<file path="config.mk">
export PLATFORM = sky130hd
export DESIGN_NAME = mips_run_ctrl
export DESIGN_NICKNAME = d
export VERILOG_FILES = /design/src/rtl/mips_run_ctrl.sv
export SDC_FILE = /design/constraint.sdc
export NUM_CORES = 1
export LEC_CHECK = 0
export BUFFER_PORTS_ARGS = -buffer_cell sky130_fd_sc_hd__buf_2
export CORE_MARGIN = 8
export CORE_UTILIZATION = 44
export CTS_BUF_LIST = sky130_fd_sc_hd__clkbuf_8
export CTS_CLUSTER_SIZE = 12
export DETAILED_ROUTE_END_ITERATION = 8
export PLACE_DENSITY = 0.78
export SETUP_SLACK_MARGIN = 0.4
export SYNTH_ARGS = -nofsm -noshare
export SYNTH_HDL_FRONTEND = slang
export SYNTH_SLANG_ARGS = --single-unit
</file>
<file path="constraint.sdc">
create_clock -name clk -period 2.5 [get_ports clk]
set_input_delay 0.125 -clock clk [delete_from_list [all_inputs] [get_ports clk]]
set_output_delay 0.125 -clock clk [all_outputs]
set_load 0.02 [all_outputs]
</file>
<file path="src/rtl/mips_run_ctrl.sv">
// Run controller for the MIPS pipeline: loads memory from a host stream, seeds the
// register file, pulses CPU reset, runs to HALT or timeout, then dumps a memory window.
module mips_run_ctrl #(
    parameter int DATA_W    = 32,
    parameter int ADDR_W    = 10,
    parameter int NREGS     = 32,
    parameter int REG_AW    = 5,
    parameter int INIT_REGS = 1,
    parameter int TIMEOUT   = 1000,
    parameter int CNT_W     = 16
) (
    input  logic              clk,
    input  logic              rst_n,
    input  logic              start,
    input  logic              load_valid,
    output logic              load_ready,
    input  logic [ADDR_W-1:0] load_addr,
    input  logic [DATA_W-1:0] load_data,
    input  logic              load_last,
    output logic              mem_sel,
    output logic              mem_we,
    output logic [ADDR_W-1:0] mem_addr,
    output logic [DATA_W-1:0] mem_wdata,
    input  logic [DATA_W-1:0] mem_rdata,
    output logic              reg_we,
    output logic [REG_AW-1:0] reg_addr,
    output logic [DATA_W-1:0] reg_wdata,
    output logic              cpu_rst,
    output logic              cpu_run,
    input  logic              cpu_halted,
    input  logic [ADDR_W-1:0] dump_base,
    input  logic [ADDR_W:0]   dump_len,
    output logic              dump_valid,
    input  logic              dump_ready,
    output logic [ADDR_W-1:0] dump_addr,
    output logic [DATA_W-1:0] dump_data,
    output logic              busy,
    output logic              done,
    output logic              timed_out,
    output logic [CNT_W-1:0]  cycle_count
);

    typedef enum logic [2:0] {
        S_IDLE, S_LOAD, S_REGINIT, S_CPURST, S_RUN, S_DUMP_RD, S_DUMP_OUT, S_DONE
    } state_t;

    localparam logic [REG_AW-1:0] LAST_REG  = REG_AW'(NREGS - 1);
    localparam logic [CNT_W-1:0]  TIMEOUT_C = CNT_W'(TIMEOUT);
    localparam logic [ADDR_W:0]   IDX_ONE   = (ADDR_W+1)'(1);

    state_t state, state_nxt;

    logic [ADDR_W-1:0] base_q;
    logic [ADDR_W:0]   len_q;
    logic [ADDR_W:0]   idx_q;
    logic [REG_AW-1:0] reg_k;
    logic              rst_cnt;
    logic              fresh_q;
    logic [DATA_W-1:0] data_q;
    logic [CNT_W-1:0]  cnt_q;
    logic              to_q;

    logic              start_ok;
    logic [CNT_W-1:0]  cnt_inc;
    logic [ADDR_W:0]   idx_inc;
    logic [ADDR_W-1:0] win_addr;

    assign start_ok = start && (state == S_IDLE || state == S_DONE);
    assign cnt_inc  = (&cnt_q) ? cnt_q : cnt_q + CNT_W'(1);
    assign idx_inc  = idx_q + IDX_ONE;
    // Address arithmetic stays in ADDR_W bits so the dump window wraps around memory.
    assign win_addr = base_q + idx_q[ADDR_W-1:0];

    assign timed_out   = to_q;
    assign cycle_count = cnt_q;

    always_ff @(posedge clk or negedge rst_n) begin
        if (!rst_n) state <= S_IDLE;
        else        state <= state_nxt;
    end

    always_comb begin
        state_nxt = state;
        case (state)
            S_IDLE, S_DONE: if (start) state_nxt = S_LOAD;
            S_LOAD: begin
                if (load_valid && load_last)
                    state_nxt = (INIT_REGS != 0) ? S_REGINIT : S_CPURST;
            end
            S_REGINIT: if (reg_k == LAST_REG) state_nxt = S_CPURST;
            S_CPURST:  if (rst_cnt) state_nxt = S_RUN;
            S_RUN: begin
                // Halt wins over a coinciding timeout.
                if (cpu_halted)               state_nxt = S_DUMP_RD;
                else if (cnt_inc == TIMEOUT_C) state_nxt = S_DUMP_RD;
            end
            S_DUMP_RD: state_nxt = (len_q == '0) ? S_DONE : S_DUMP_OUT;
            S_DUMP_OUT: begin
                if (dump_ready) state_nxt = (idx_inc == len_q) ? S_DONE : S_DUMP_RD;
            end
            default: state_nxt = S_IDLE;
        endcase
    end

    always_ff @(posedge clk or negedge rst_n) begin
        if (!rst_n) begin
            reg_k   <= '0;
            rst_cnt <= 1'b0;
            idx_q   <= '0;
            fresh_q <= 1'b0;
            cnt_q   <= '0;
            to_q    <= 1'b0;
        end else begin
            reg_k   <= (state == S_REGINIT) ? reg_k + REG_AW'(1) : '0;
            rst_cnt <= (state == S_CPURST) && !rst_cnt;
            fresh_q <= (state == S_DUMP_RD) && (state_nxt == S_DUMP_OUT);
            if (start_ok) begin
                idx_q <= '0;
                cnt_q <= '0;
                to_q  <= 1'b0;
            end
            if (state == S_RUN && !cpu_halted) begin
                cnt_q <= cnt_inc;
                if (cnt_inc == TIMEOUT_C) to_q <= 1'b1;
            end
            if (state == S_DUMP_OUT && dump_ready) idx_q <= idx_inc;
        end
    end

    // Read data arrives in the first DUMP_OUT cycle and is held here for any stall.
    always_ff @(posedge clk) begin
        if (start_ok) begin
            base_q <= dump_base;
            len_q  <= dump_len;
        end
        if (fresh_q) data_q <= mem_rdata;
    end

    always_comb begin
        load_ready = 1'b0;
        mem_sel    = 1'b0;
        mem_we     = 1'b0;
        mem_addr   = '0;
        mem_wdata  = '0;
        reg_we     = 1'b0;
        reg_addr   = '0;
        reg_wdata  = '0;
        cpu_rst    = 1'b0;
        cpu_run    = 1'b0;
        dump_valid = 1'b0;
        dump_addr  = '0;
        dump_data  = '0;
        busy       = 1'b0;
        done       = 1'b0;
        case (state)
            S_IDLE: cpu_rst = 1'b1;
            S_LOAD: begin
                busy       = 1'b1;
                mem_sel    = 1'b1;
                load_ready = 1'b1;
                mem_we     = load_valid;
                mem_addr   = load_addr;
                mem_wdata  = load_data;
            end
            S_REGINIT: begin
                busy      = 1'b1;
                reg_we    = 1'b1;
                reg_addr  = reg_k;
                reg_wdata = DATA_W'(reg_k);
            end
            S_CPURST: begin
                busy    = 1'b1;
                cpu_rst = 1'b1;
            end
            S_RUN: begin
                busy    = 1'b1;
                cpu_run = 1'b1;
            end
            S_DUMP_RD: begin
                busy     = 1'b1;
                mem_sel  = 1'b1;
                mem_addr = win_addr;
            end
            S_DUMP_OUT: begin
                busy       = 1'b1;
                mem_sel    = 1'b1;
                mem_addr   = win_addr;
                dump_valid = 1'b1;
                dump_addr  = win_addr;
                dump_data  = fresh_q ? mem_rdata : data_q;
            end
            S_DONE: done = 1'b1;
            default: cpu_rst = 1'b1;
        endcase
    end

endmodule

</file>
==> results of run 1 <==
==> layout make-up <==
cell class / count / share of cell area [%]
inverters: 10 / 0.475
flip-flops and latches: 91 / 28.3
diodes: 3 / 0.0949
multi-input cells: 451 / 39.9
well taps: 172 / 2.72
clock inverters: 6 / 1.09
clock buffers: 10 / 1.74
repair buffers: 316 / 25.7
==> routing by layer <==
metal / share of wire [%] / vias to the layer above
met5: 0 / -
li1: - / 2606
met2: 51 / 227
met3: 7.7 / 52
met1: 38 / 2521
met4: 3.8 / 0
==> metrics by stage <==
stage / cell area, um^2 / cells / setup slack (ps) / total power, mW / TNS [ps]
6_report: 7910 / 1059 / -418 / 6.20 / -1800
5_1_grt: 7910 / 1059 / -535 / 6.56 / -2940
4_1_cts: 7750 / 1048 / -293 / 6.08 / -950
3_5_place_dp: 6720 / 962 / 77.4 / 4.77 / 0
3_3_place_gp: 6720 / 962 / 106 / 4.71 / 0
2_1_floorplan: 5620 / 611 / 260 / 3.89 / 0
==> kinds of logic after synthesis <==
family,after synthesis
AO/OA/AOI/OAI,108
XOR/XNOR,26
adder cells (fa/ha/maj),14
buffers and inverters,69
flip-flops,91
multiplexers,36
other,1
AND/OR/NAND/NOR,240
==> where the power goes <==
part | internal [mW] | switching [mW] | total [mW]
registers | 1.94 | 0.187 | 2.13
clock network | 0.591 | 0.548 | 1.14
logic | 1.22 | 1.72 | 2.94
==> cells in the mapped netlist, drive strengths merged, types with 14 or more instances <==
| cell type | number | share of area, % |
|---|---|---|
| buf | 39 | 5.1 |
| o21ai | 33 | 3.0 |
| and2 | 74 | 8.4 |
| edfxtp | 21 | 11 |
| dfxtp | 32 | 12 |
| a21oi | 19 | 1.7 |
| clkbuf | 20 | 1.4 |
| xnor2 | 14 | 2.2 |
| nand2 | 43 | 2.9 |
| mux2 | 32 | 6.6 |
| nand3 | 22 | 2.2 |
| dfrtp | 38 | 17 |
| nor2 | 38 | 2.6 |
==> repair_timing <==
action | CTS | global route
setup buffers | 15 | 8
hold endpoints to repair | 92 | 0
hold buffers | 55 | 0
resized for setup | 39 | 22
endpoints found under the setup margin | 53 | 54
pin swaps | 16 | 7
==> placed cells by master (no fill, tap or decap), drive strengths merged, types with 5 or more instances in the layout <==
master	instances
xnor2	14
edfxtp	21
nor3b	5
conb	27
o31ai	8
nand2b	6
buf	261
nor4	5
dlygate4sd3	55
dfrtp	38
a211oi	5
o21ai	33
ha	13
a21oi	19
nor2	38
nor3	10
xor2	12
and2	74
o21bai	5
inv	11
nand4	11
mux2	32
nand3	22
nand2	43
clkbuf	10
a31oi	5
and3	13
dfxtp	32
==> state kept, by name, summed over array words and instances (netlist names) <==
| name | count |
|---|---|
| reg_k | 5 |
| idx_q | 11 |
| data_q | 32 |
| len_q | 11 |
| cycle_count | 16 |
| fresh_q | 1 |
| base_q | 10 |
| state | 3 |
| timed_out | 1 |
| rst_cnt | 1 |
==> worst min path at each step <==
stage	startpoint	end	slack [ps]
final	start	state[2]	130
after global placement	rst_n	cycle_count[3]	300
after detailed placement	rst_n	cycle_count[3]	300
after floorplan	rst_n	cycle_count[0]	-170
after global routing	start	state[2]	160
after CTS	start	state[2]	100
==> worst reg2reg max path, stage by stage (launching register included) <==
cell and delay [ps]:
dfrtp_2 420, ha_4 140, nand4_1 170, buf_4 190
or4_4 440, nand3_2 100, o21a_4 140, nand4_4 110
o41ai_2 220
==> metrics.csv, run 1 <==
stage,metric,value,unit
setup_path,worst_reg_to_reg_cells,8,
sta,maxSlewHeadroom,39.9,%
floorplanning,ioPinCount,249,
sta,max_freq,0.343,GHz
route,wire_per_inst,17.5,um
setup_path,crit_buf_inv,1,
power_and_ir_drop,peakVddDrop,0.332,mV
clocking,cts.path.max_buffers,2,
route,firstDrtPassIters,4,
logic_synthesis,synth_async_sr_flop_share,41.8,%
floorplanning,standard_cell_row_count,41,
setup_path,crit-reg2reg-launch,cycle_count[1],
setup_path,reg2reg_to,state[0],
logic_synthesis,synth-seq-cells,91,
route,remaining_drc_errors,0,
setup_path,critical-path-slowest-cell,dfrtp_1,
floorplanning,area_of_the_die,16300,um^2
clocking,cts.sinks,91,
logic_synthesis,synthesis.instances,585,
finish,share_of_the_core_filled_with_cells,63.7,%
setup_path,timing.critical_path.cells,ha_2 > fa_2 > a21o_1 > a21oi_2 > o21bai_2 > a2111oi_4 > o21bai_1 > a32o_2 > buf_6,
setup_path,start_kind,register,
sta,skew,14.9,ps
logic_synthesis,synth_enable_flop_cells,21,
sta,grt_setup_unrepaired,true,
logic_synthesis,adder_cell_share_of_the_synthesized_area,3.32,%
logic_synthesis,synth-compound-area-share,13.2,%
logic_synthesis,yosys_warnings,0,
grt,grt_use_total,21.4,%
route,wl,18500,um
route,routed-via-count,5406,
grt,vias_in_the_first_global_route,5330,
logic_synthesis,synthesis.area_per_instance,9.40,um^2
sta,max_slew.worst_pin.slew,901,ps
setup_path,rrSetupSlack,470,ps
grt,maximum_number_of_pins_on_one_net_before_global_route_repair,39,
logic_synthesis,synth_ff_type,dfrtp_1,
finish,area_growth,43.7,%
clocking,clock_insertion_delay_worst_skew,380,ps
sta,final_min_period_over_clock_period,117,%
setup_path,criticalPathCategory,register to output port,
logic_synthesis,ys_seq_area_share,40.4,%
grt,grt_util_met3,5.12,%
status,run_status,"complete, but fails checks",
sta,setup_violations,9,
clocking,tritoncts,yes,
placed_design,numPortBuffers,221,
finish,multi_input_comb_area,3150,um^2
setup_path,worst-path-stages,9,
setup_path,crit_path_end_kind,output port,
logic_synthesis,dominant_combinational_cell_family_by_area_after_synthesis,simple AND/OR/NAND/NOR gates,
grt,global_route.overflow_total,0,
setup_path,critical_path.endpoint,mem_addr[8],
clocking,path_clk_slew,90,ps
clocking,cts-htree-levels,3,
floorplanning,start_util,44.3,%
sta,fin_crit,2920,ps
finish,final_layout_size_suffix_gt1_share,41.7,%
setup_path,critical_path_required,2380,ps
status,violated_checks,setup timing,
logic_synthesis,synth_simple_gate_area_share,24.4,%
logic_synthesis,post_synth_num_cell_types,73,
sta,timing_max_transition_violations_final,0,
setup_path,worst_path_largest_cell_delay,400,ps
logic_synthesis,yosys.area_share.xor_xnor,4.14,%
route,detail_route.vias_per_cell,5.10,
route,detail_route.iter0.violations,364,
finish,register_area,2240,um^2
floorplanning,core-area,12400,um^2
floorplanning,chipWidth,128,um
finish,nNetsFinal,995,
logic_synthesis,mappedNetlistArea,5500,um^2
clocking,cts_made_buffers,9,
power_and_ir_drop,leakage,3.84,nW
grt,top_usage_layer,met2,
placed_design,detailed_place_hpwl,12800,um
power_and_ir_drop,power_density,784,nW/um^2
setup_path,worst_setup_path_startpoint,idx_q[0],
worst_hold_path,hold-path-cell-count,4,
floorplanning,die_ht,128,um
grt,grt_antenna_before_repair,3,
logic_synthesis,synth_mux_area_share,7.28,%
setup_path,worstPathMaxFanout,2,
setup_path,critical_path_data_arrival_time,2790,ps
finish,fillerInstances,1025,
setup_path,critical_path.top_delay_family,compound AO/OA/AOI/OAI gates,
sta,final.setup.worst_slack,-418,ps
grt,globalRouteMet2Util,37.0,%
worst_hold_path,timing.hold.worst.class,primary input to register,
placed_design,globalplace.congestion,0.951,
route,drt.antenna.violating_nets,0,
grt,met1_usage,23.6,%
clocking,cts.root.buffer_cell,clkbuf_8,
sta,timing_hold_violations_final,0,
grt,grt_pass1_wl,27700,um
sta,finalHoldWorstSlack,134,ps
run,cap_violations,0,
Power figures use the tool's default switching activity.
==> run 2, diff against run 1 <==
Settings changed: ABC_AREA from default to 1, REMOVE_ABC_BUFFERS from default to 1.
==> run 2 against run 1 <==
The run still ends with setup timing left. Area after synthesis fell by 2.5%. Total power fell by 3.3%. Cell area fell by 0.71%. Sequential power rose by 2%. Clock skew barely moved. Global-route usage rose by 1.3 points. Cell count rose by 14%. Flip-flop and latch count did not move. Sequential share of layout area rose by 0.19 points. Clock-buffer cell count fell by 1. Critical path type unchanged. Largest cell class unchanged.
==> metrics.csv, run 2 <==
stage,metric,value,unit,change
status,run_status,"complete, but fails checks",,
status,violated_checks,setup timing,,
grt,grt_pass1_wl,28900,um,+4.3%
floorplanning,ioPinCount,249,,unchanged
placed_design,globalplace.congestion,0.919,,-3.3%
setup_path,worst_setup_path_startpoint,idx_q[0],,
power_and_ir_drop,total_power,6.00,mW,-3.3%
setup_path,critical_path_data_arrival_time,2460,ps,-330 ps
setup_path,worst_reg_to_reg_cells,7,,-1
logic_synthesis,ys_seq_area_share,41.4,%,+1.0 points
placed_design,pre_cts_slack,193,ps,+116 ps
route,firstDrtPassIters,4,,unchanged
finish,mostFrequentLayoutCell,buf_2,,
finish,final-instance-count-excl-fill,1202,,+14%
clocking,tritoncts,yes,,
logic_synthesis,mappedNetlistArea,5360,um^2,-2.5%
finish,mostFrequentLayoutCells,"209 x buf_2, 205 x nand2_1, 96 x nor2_1, 94 x inv_1, 54 x dlygate4sd3_1",,
sta,skew,14.8,ps,-0.0592 ps
route,detail_route.iter0.violations,346,,-4.9%
power_and_ir_drop,leakage,4.22,nW,+10%
clocking,cts.path.max_buffers,2,,unchanged
floorplanning,chipWidth,126,um,-1.1%
finish,flip_flop_count_of_the_largest_register_after_layout,32,,unchanged
setup_path,critical_path_required,2380,ps,about the same
logic_synthesis,synth_async_sr_flop_share,41.8,%,unchanged
sta,fin_crit,2590,ps,-332 ps
floorplanning,die_ht,126,um,-1.1%
route,remaining_drc_errors,0,,unchanged
route,detail_route.vias_per_cell,4.93,,-3.4%
logic_synthesis,yosys.area_share.xor_xnor,4.34,%,+0.20 points
logic_synthesis,synth.most_common_cell,nand2_1,,
power_and_ir_drop,power_density,764,nW/um^2,-2.6%
sta,max_freq,0.387,GHz,+13%
grt,grt_antenna_before_repair,0,,-3
logic_synthesis,synthesis.area_per_instance,7.12,um^2,-24%
sta,final_min_period_over_clock_period,103,%,-13 points
placed_design,detailed_place_hpwl,13800,um,+8.0%
sta,timing_hold_violations_final,0,,unchanged
sta,maxSlewHeadroom,39.9,%,about the same
clocking,path_clk_slew,110,ps,+20 ps
grt,vias_in_the_first_global_route,5475,,+2.7%
setup_path,crit_path_end_kind,output port,,
sta,timing_max_transition_violations_final,0,,unchanged
logic_synthesis,synth-seq-cells,91,,unchanged
logic_synthesis,synth_largest_area_cell,dfrtp_1,,
setup_path,start_kind,register,,
placed_design,cell_count_post_placement,1108,,+15%
clocking,clock_insertion_delay_worst_skew,370,ps,about the same
logic_synthesis,netlist_top_cells_count,"217 x nand2_1, 112 x nor2_1, 95 x inv_1",,
logic_synthesis,dominant_combinational_cell_family_by_area_after_synthesis,simple AND/OR/NAND/NOR gates,,
logic_synthesis,synth_enable_flop_cells,21,,unchanged
logic_synthesis,adder_cell_share_of_the_synthesized_area,3.41,%,+0.085 points
logic_synthesis,synthesis.instances,753,,+29%
worst_hold_path,timing.hold.worst.class,primary input to register,,
sta,final.setup.worst_slack,-86.0,ps,+332 ps
floorplanning,start_util,44.8,%,+0.53 points
floorplanning,area_of_the_die,16000,um^2,-2.2%
logic_synthesis,synth.area.top_cells,"dfrtp_1 18%, nand2_1 15%, dfxtp_1 12%",,
setup_path,critical_path.endpoint,mem_addr[8],,
finish,share_of_the_core_filled_with_cells,65.6,%,+1.9 points
clocking,cts_made_buffers,9,,unchanged
setup_path,rrSetupSlack,500,ps,+30 ps
sta,setup_violations,2,,-7
finish,nNetsFinal,1165,,+17%
setup_path,worstPathMaxFanout,2,,unchanged
run,cap_violations,0,,unchanged
power_and_ir_drop,peakVddDrop,0.338,mV,+1.8%
logic_synthesis,synth_simple_gate_area_share,28.4,%,+3.9 points
route,routed-via-count,5927,,+9.6%
floorplanning,core-area,12000,um^2,-3.6%
logic_synthesis,synth_mux_area_share,0,%,-7.3 points
finish,area_growth,46.4,%,
sta,grt_setup_unrepaired,true,,
logic_synthesis,yosys_warnings,0,,unchanged
route,wire_per_inst,16.4,um,-6.0%
placed_design,numPortBuffers,221,,unchanged
logic_synthesis,synth_largest_type_area_fraction,17.7,%,+0.44 points
clocking,cts.root.buffer_cell,clkbuf_8,,
finish,largest_register,data_q,,
floorplanning,standard_cell_row_count,40,,-2.4%
setup_path,crit-reg2reg-launch,state[0],,
clocking,cts.sinks,91,,unchanged
grt,grt_use_total,22.7,%,+1.3 points
route,drt.antenna.violating_nets,0,,unchanged
clocking,cts-htree-levels,3,,unchanged
sta,max_slew.worst_pin.slew,901,ps,-0.401 ps
grt,global_route.overflow_total,0,,unchanged
setup_path,criticalPathCategory,register to output port,,
logic_synthesis,synth_ff_type,dfrtp_1,,
logic_synthesis,synth-compound-area-share,9.68,%,-3.5 points
route,wl,19800,um,+6.7%
finish,final_layout_size_suffix_gt1_share,33.0,%,-8.7 points
setup_path,reg2reg_to,cycle_count[9],,
grt,maximum_number_of_pins_on_one_net_before_global_route_repair,39,,unchanged
logic_synthesis,post_synth_num_cell_types,39,,-47%
-- run 2: final cells by class --
cell class | count | area (um^2)
Multi-Input combinational cell | 539 | 2920
Clock buffer | 9 | 124
Antenna cell | 1 | 2.50
Clock inverter | 7 | 63.8
Timing Repair Buffer | 310 | 1960
Inverter | 98 | 368
Tap cell | 147 | 184
Fill cell | 983 | 4110
Sequential cell | 91 | 2240
-- run 2: per-layer routing --
| layer | track usage [%] | vias to the layer above | routed length [um] |
|---|---|---|---|
| met2 | 40.3 | 282 | 9960 |
| met1 | 25.2 | 2688 | 7330 |
| met4 | 10.5 | 0 | 865 |
| li1 | - | 2913 | - |
| met5 | 0 | - | 0 |
| met3 | 5.19 | 44 | 1590 |
-- run 2: worst max-delay path: stages, from the launching register on --
cell	delay, ps
dfrtp_1	440
ha_4	190
fa_2	340
nand3_2	80
nand2_2	70
nand2_1	70
nand2_1	60
nand2_2	70
nand2_2	50
nand2_2	70
nand2_2	60
a21oi_2	120
xor2_1	200
o21ai_0	90
buf_2	160
-- run 2: through the flow --
step | area (um^2) | TNS (ps) | hold slack, ps
after floorplan | 5150 | -6190 | -171
after global placement | 6530 | 0 | 302
after detailed placement | 6530 | 0 | 301
after CTS | 7500 | -31.8 | 45.5
after global routing | 7850 | -597 | 99.6
final | 7850 | -155 | 56.9
-- run 2: power breakdown --
group	leakage, nW	total, mW	internal, mW	switching, mW
registers	0.971	2.18	1.97	0.215
logic	3.15	2.83	0.976	1.85
clock network	0.0990	0.988	0.389	0.599
-- run 2: cells by family after synthesis --
family / Yosys count
flip-flops: 91
other: 1
AND/OR/NAND/NOR: 376
buffers and inverters: 149
AO/OA/AOI/OAI: 97
XOR/XNOR: 25
adder cells (fa/ha/maj): 14
-- run 2: worst min-delay path by stage --
| stage | from | to | slack, ps | cells past startpoint |
|---|---|---|---|---|
| after global routing | dump_ready | state[1] | 100 | 4 |
| after floorplan | rst_n | cycle_count[0] | -170 | 0 |
| final | dump_ready | state[1] | 60 | 4 |
| after CTS | dump_ready | state[1] | 50 | 4 |
| after detailed placement | rst_n | cycle_count[9] | 300 | 1 |
| after global placement | rst_n | cycle_count[0] | 300 | 1 |
-- run 2: timing repair --
action	in CTS	in global routing
setup buffers	8	15
resized for setup	40	65
hold buffers	54	0
pin swaps	16	16
endpoints found under the hold margin	91	0
endpoints found under the setup margin	51	90
==> run 3, diff against run 2 <==
Settings changed: CORE_MARGIN 8 to 2.
==> run 3 against run 2 <==
The flow still finishes with violations (setup timing). Sequential power is essentially flat. Wire length decreased by 5.2%. Non-clock buffer count increased by 7. Clock-buffer cell count unchanged. Die area fell by 18%. Combinational power increased by 2%. Global-route usage increased by 3.6 points. Flip-flop and latch count did not move.
==> metrics.csv, run 3 (synthesis gave the netlist of run 2 again) <==
stage,metric,value,unit,change
clocking,clock_insertion_delay_worst_skew,370,ps,about the same
grt,grt_use_total,26.3,%,+3.6 points
sta,setup_violations,2,,unchanged
sta,final.setup.worst_slack,-87.6,ps,-1.57 ps
clocking,path_clk_slew,100,ps,about the same
floorplanning,die_ht,114,um,-9.5%
route,detail_route.iter0.violations,453,,+31%
finish,final_cell_area,7910,um^2,+0.80%
sta,finalHoldWorstSlack,42.2,ps,-14.7 ps
sta,fin_crit,2590,ps,+1.57 ps
finish,mostFrequentLayoutCells,"207 x buf_2, 206 x nand2_1, 95 x nor2_1, 91 x inv_1, 54 x dlygate4sd3_1",,
clocking,cts.root.buffer_cell,clkbuf_8,,
finish,nNetsFinal,1172,,+0.60%
route,wire_per_inst,15.5,um,-5.7%
clocking,cts_made_buffers,9,,unchanged
route,wl,18700,um,-5.2%
grt,maximum_number_of_pins_on_one_net_before_global_route_repair,43,,+10%
worst_hold_path,timing.hold.worst.class,primary input to register,,
sta,timing_hold_violations_final,0,,unchanged
setup_path,start_kind,register,,
sta,grt_setup_unrepaired,true,,
route,routed-via-count,6035,,+1.8%
finish,area_growth,47.5,%,
status,violated_checks,setup timing,,
run,cap_violations,0,,unchanged
setup_path,criticalPathCategory,register to output port,,
setup_path,worstPathMaxFanout,2,,unchanged
finish,fillerInstances,985,,+0.20%
sta,max_slew.worst_pin.slew,884,ps,-16.6 ps
route,detail_route.vias_per_cell,4.99,,+1.2%
clocking,cts.path.max_buffers,2,,unchanged
placed_design,dpl-instance-area,6520,um^2,-0.11%
status,run_status,"complete, but fails checks",,
grt,global_route.overflow_total,0,,unchanged
setup_path,critical_path_data_arrival_time,2460,ps,about the same
floorplanning,chipWidth,114,um,-9.5%
power_and_ir_drop,leakage,4.27,nW,+1.1%
floorplanning,area_of_the_die,13100,um^2,-18%
route,remaining_drc_errors,0,,unchanged
sta,timing_max_transition_violations_final,0,,unchanged
grt,grt_pass1_wl,26800,um,-7.1%
clocking,tritoncts,yes,,
clocking,cts-htree-levels,3,,unchanged
sta,final_min_period_over_clock_period,104,%,about the same
placed_design,globalplace.congestion,0.937,,+1.9%
finish,final-instance-count-excl-fill,1209,,+0.58%
finish,mostFrequentLayoutCell,buf_2,,
floorplanning,ioPinCount,249,,unchanged
finish,flip_flop_count_of_the_largest_register_after_layout,32,,unchanged
setup_path,crit_path_end_kind,output port,,
clocking,cts.sinks,91,,unchanged
placed_design,cell_count_post_placement,1107,,-0.090%
finish,final_layout_size_suffix_gt1_share,33.6,%,+0.63 points
power_and_ir_drop,peakVddDrop,0.383,mV,+13%
route,firstDrtPassIters,5,,+1
placed_design,detailed_place_hpwl,12300,um,-11%
route,drt.antenna.violating_nets,0,,unchanged
power_and_ir_drop,power_density,767,nW/um^2,+0.43%
grt,vias_in_the_first_global_route,5412,,-1.2%
floorplanning,standard_cell_row_count,40,,unchanged
floorplanning,start_util,44.8,%,unchanged
finish,largest_register,data_q,,
grt,grt_antenna_before_repair,2,,+2
setup_path,critical_path_required,2380,ps,about the same
sta,maxSlewHeadroom,41.0,%,+1.1 points
finish,share_of_the_core_filled_with_cells,66.2,%,+0.52 points
sta,skew,13.6,ps,-1.22 ps
sta,max_freq,0.386,GHz,about the same
floorplanning,core-area,12000,um^2,unchanged
placed_design,numPortBuffers,221,,unchanged
## run 3: cell types whose count changed in the layout (fill, tap and decap cells not counted), moves of 2 or more
cell,previous run,this run
buf_2,209,207
buf_4,42,53
buf_6,5,2
clkinv_4,1,3
clkinv_8,0,2
inv_1,94,91
inv_2,2,4
inv_6,3,0
nor2_2,13,15
o21ai_0,23,18
o21ai_1,7,11
xor2_2,3,1
## run 3: layer usage
layer	GRT usage [%]	wire length, um	vias to the layer above
met4	16.7	1160	2
met3	7.68	1540	85
met1	28.4	6710	2713
met5	0	11	-
met2	45.0	9320	313
li1	-	-	2922
## run 3: per-stage QoR
stage / power [mW] / setup slack, ps / TNS [ps]
5_1_grt: 6.42 / -248 / -738
2_1_floorplan: 3.71 / -143 / -6190
3_5_place_dp: 4.61 / 203 / 0
6_report: 6.07 / -87.6 / -165
4_1_cts: 5.85 / -32.7 / -60.5
3_3_place_gp: 4.55 / 208 / 0
## run 3: worst max-delay path, stage by stage, from the launching register on
cell     delay [ps]
dfrtp_1         410
ha_2            210
fa_2            360
nand3_2          80
nand2_2          60
nand2_1          60
nand2_1          60
nand2_2          80
nand2_2          60
nand2_2          80
nand2_2          50
a21oi_2         140
xor2_1          220
o21ai_1          80
buf_4           150
## run 3: power breakdown
part	total, mW	leakage [nW]	internal, mW	switching [mW]
clock	1.02	0.103	0.397	0.620
combinational	2.88	3.19	1.01	1.87
sequential	2.17	0.972	1.97	0.205
total	6.07	4.27	3.37	2.70
## run 3: cell type report
type	count	area [um^2]	share of cell area, %
diodes	1	2.50	0.0316
clock buffers	9	124	1.57
clock inverters	7	81.3	1.03
inverters	98	374	4.73
multi-input cells	539	2900	36.6
flip-flops and latches	91	2230	28.2
well taps	147	184	2.32
repair buffers	317	2020	25.5
## run 3: worst paths after layout
check                                   to        from  cells after the start  slack (ps)
setup / recovery               mem_addr[8]    idx_q[0]                     14         -90
hold / removal                    state[1]  dump_ready                      4          40
max in group asynchronous  cycle_count[12]       rst_n                      2        1480
hold reg to reg                  data_q[0]   data_q[0]                      2         450
min in group asynchronous         reg_k[2]       rst_n                      2         400
setup reg to reg                  state[1]    idx_q[1]                     17         510
## run 3: repair_timing
action                                  CTS  global route
setup buffers                            17            14
hold buffers                             54             0
pin swaps                                17            12
endpoints found under the setup margin   32            76
gates resized for setup                  55            58
endpoints found under the hold margin    91             0
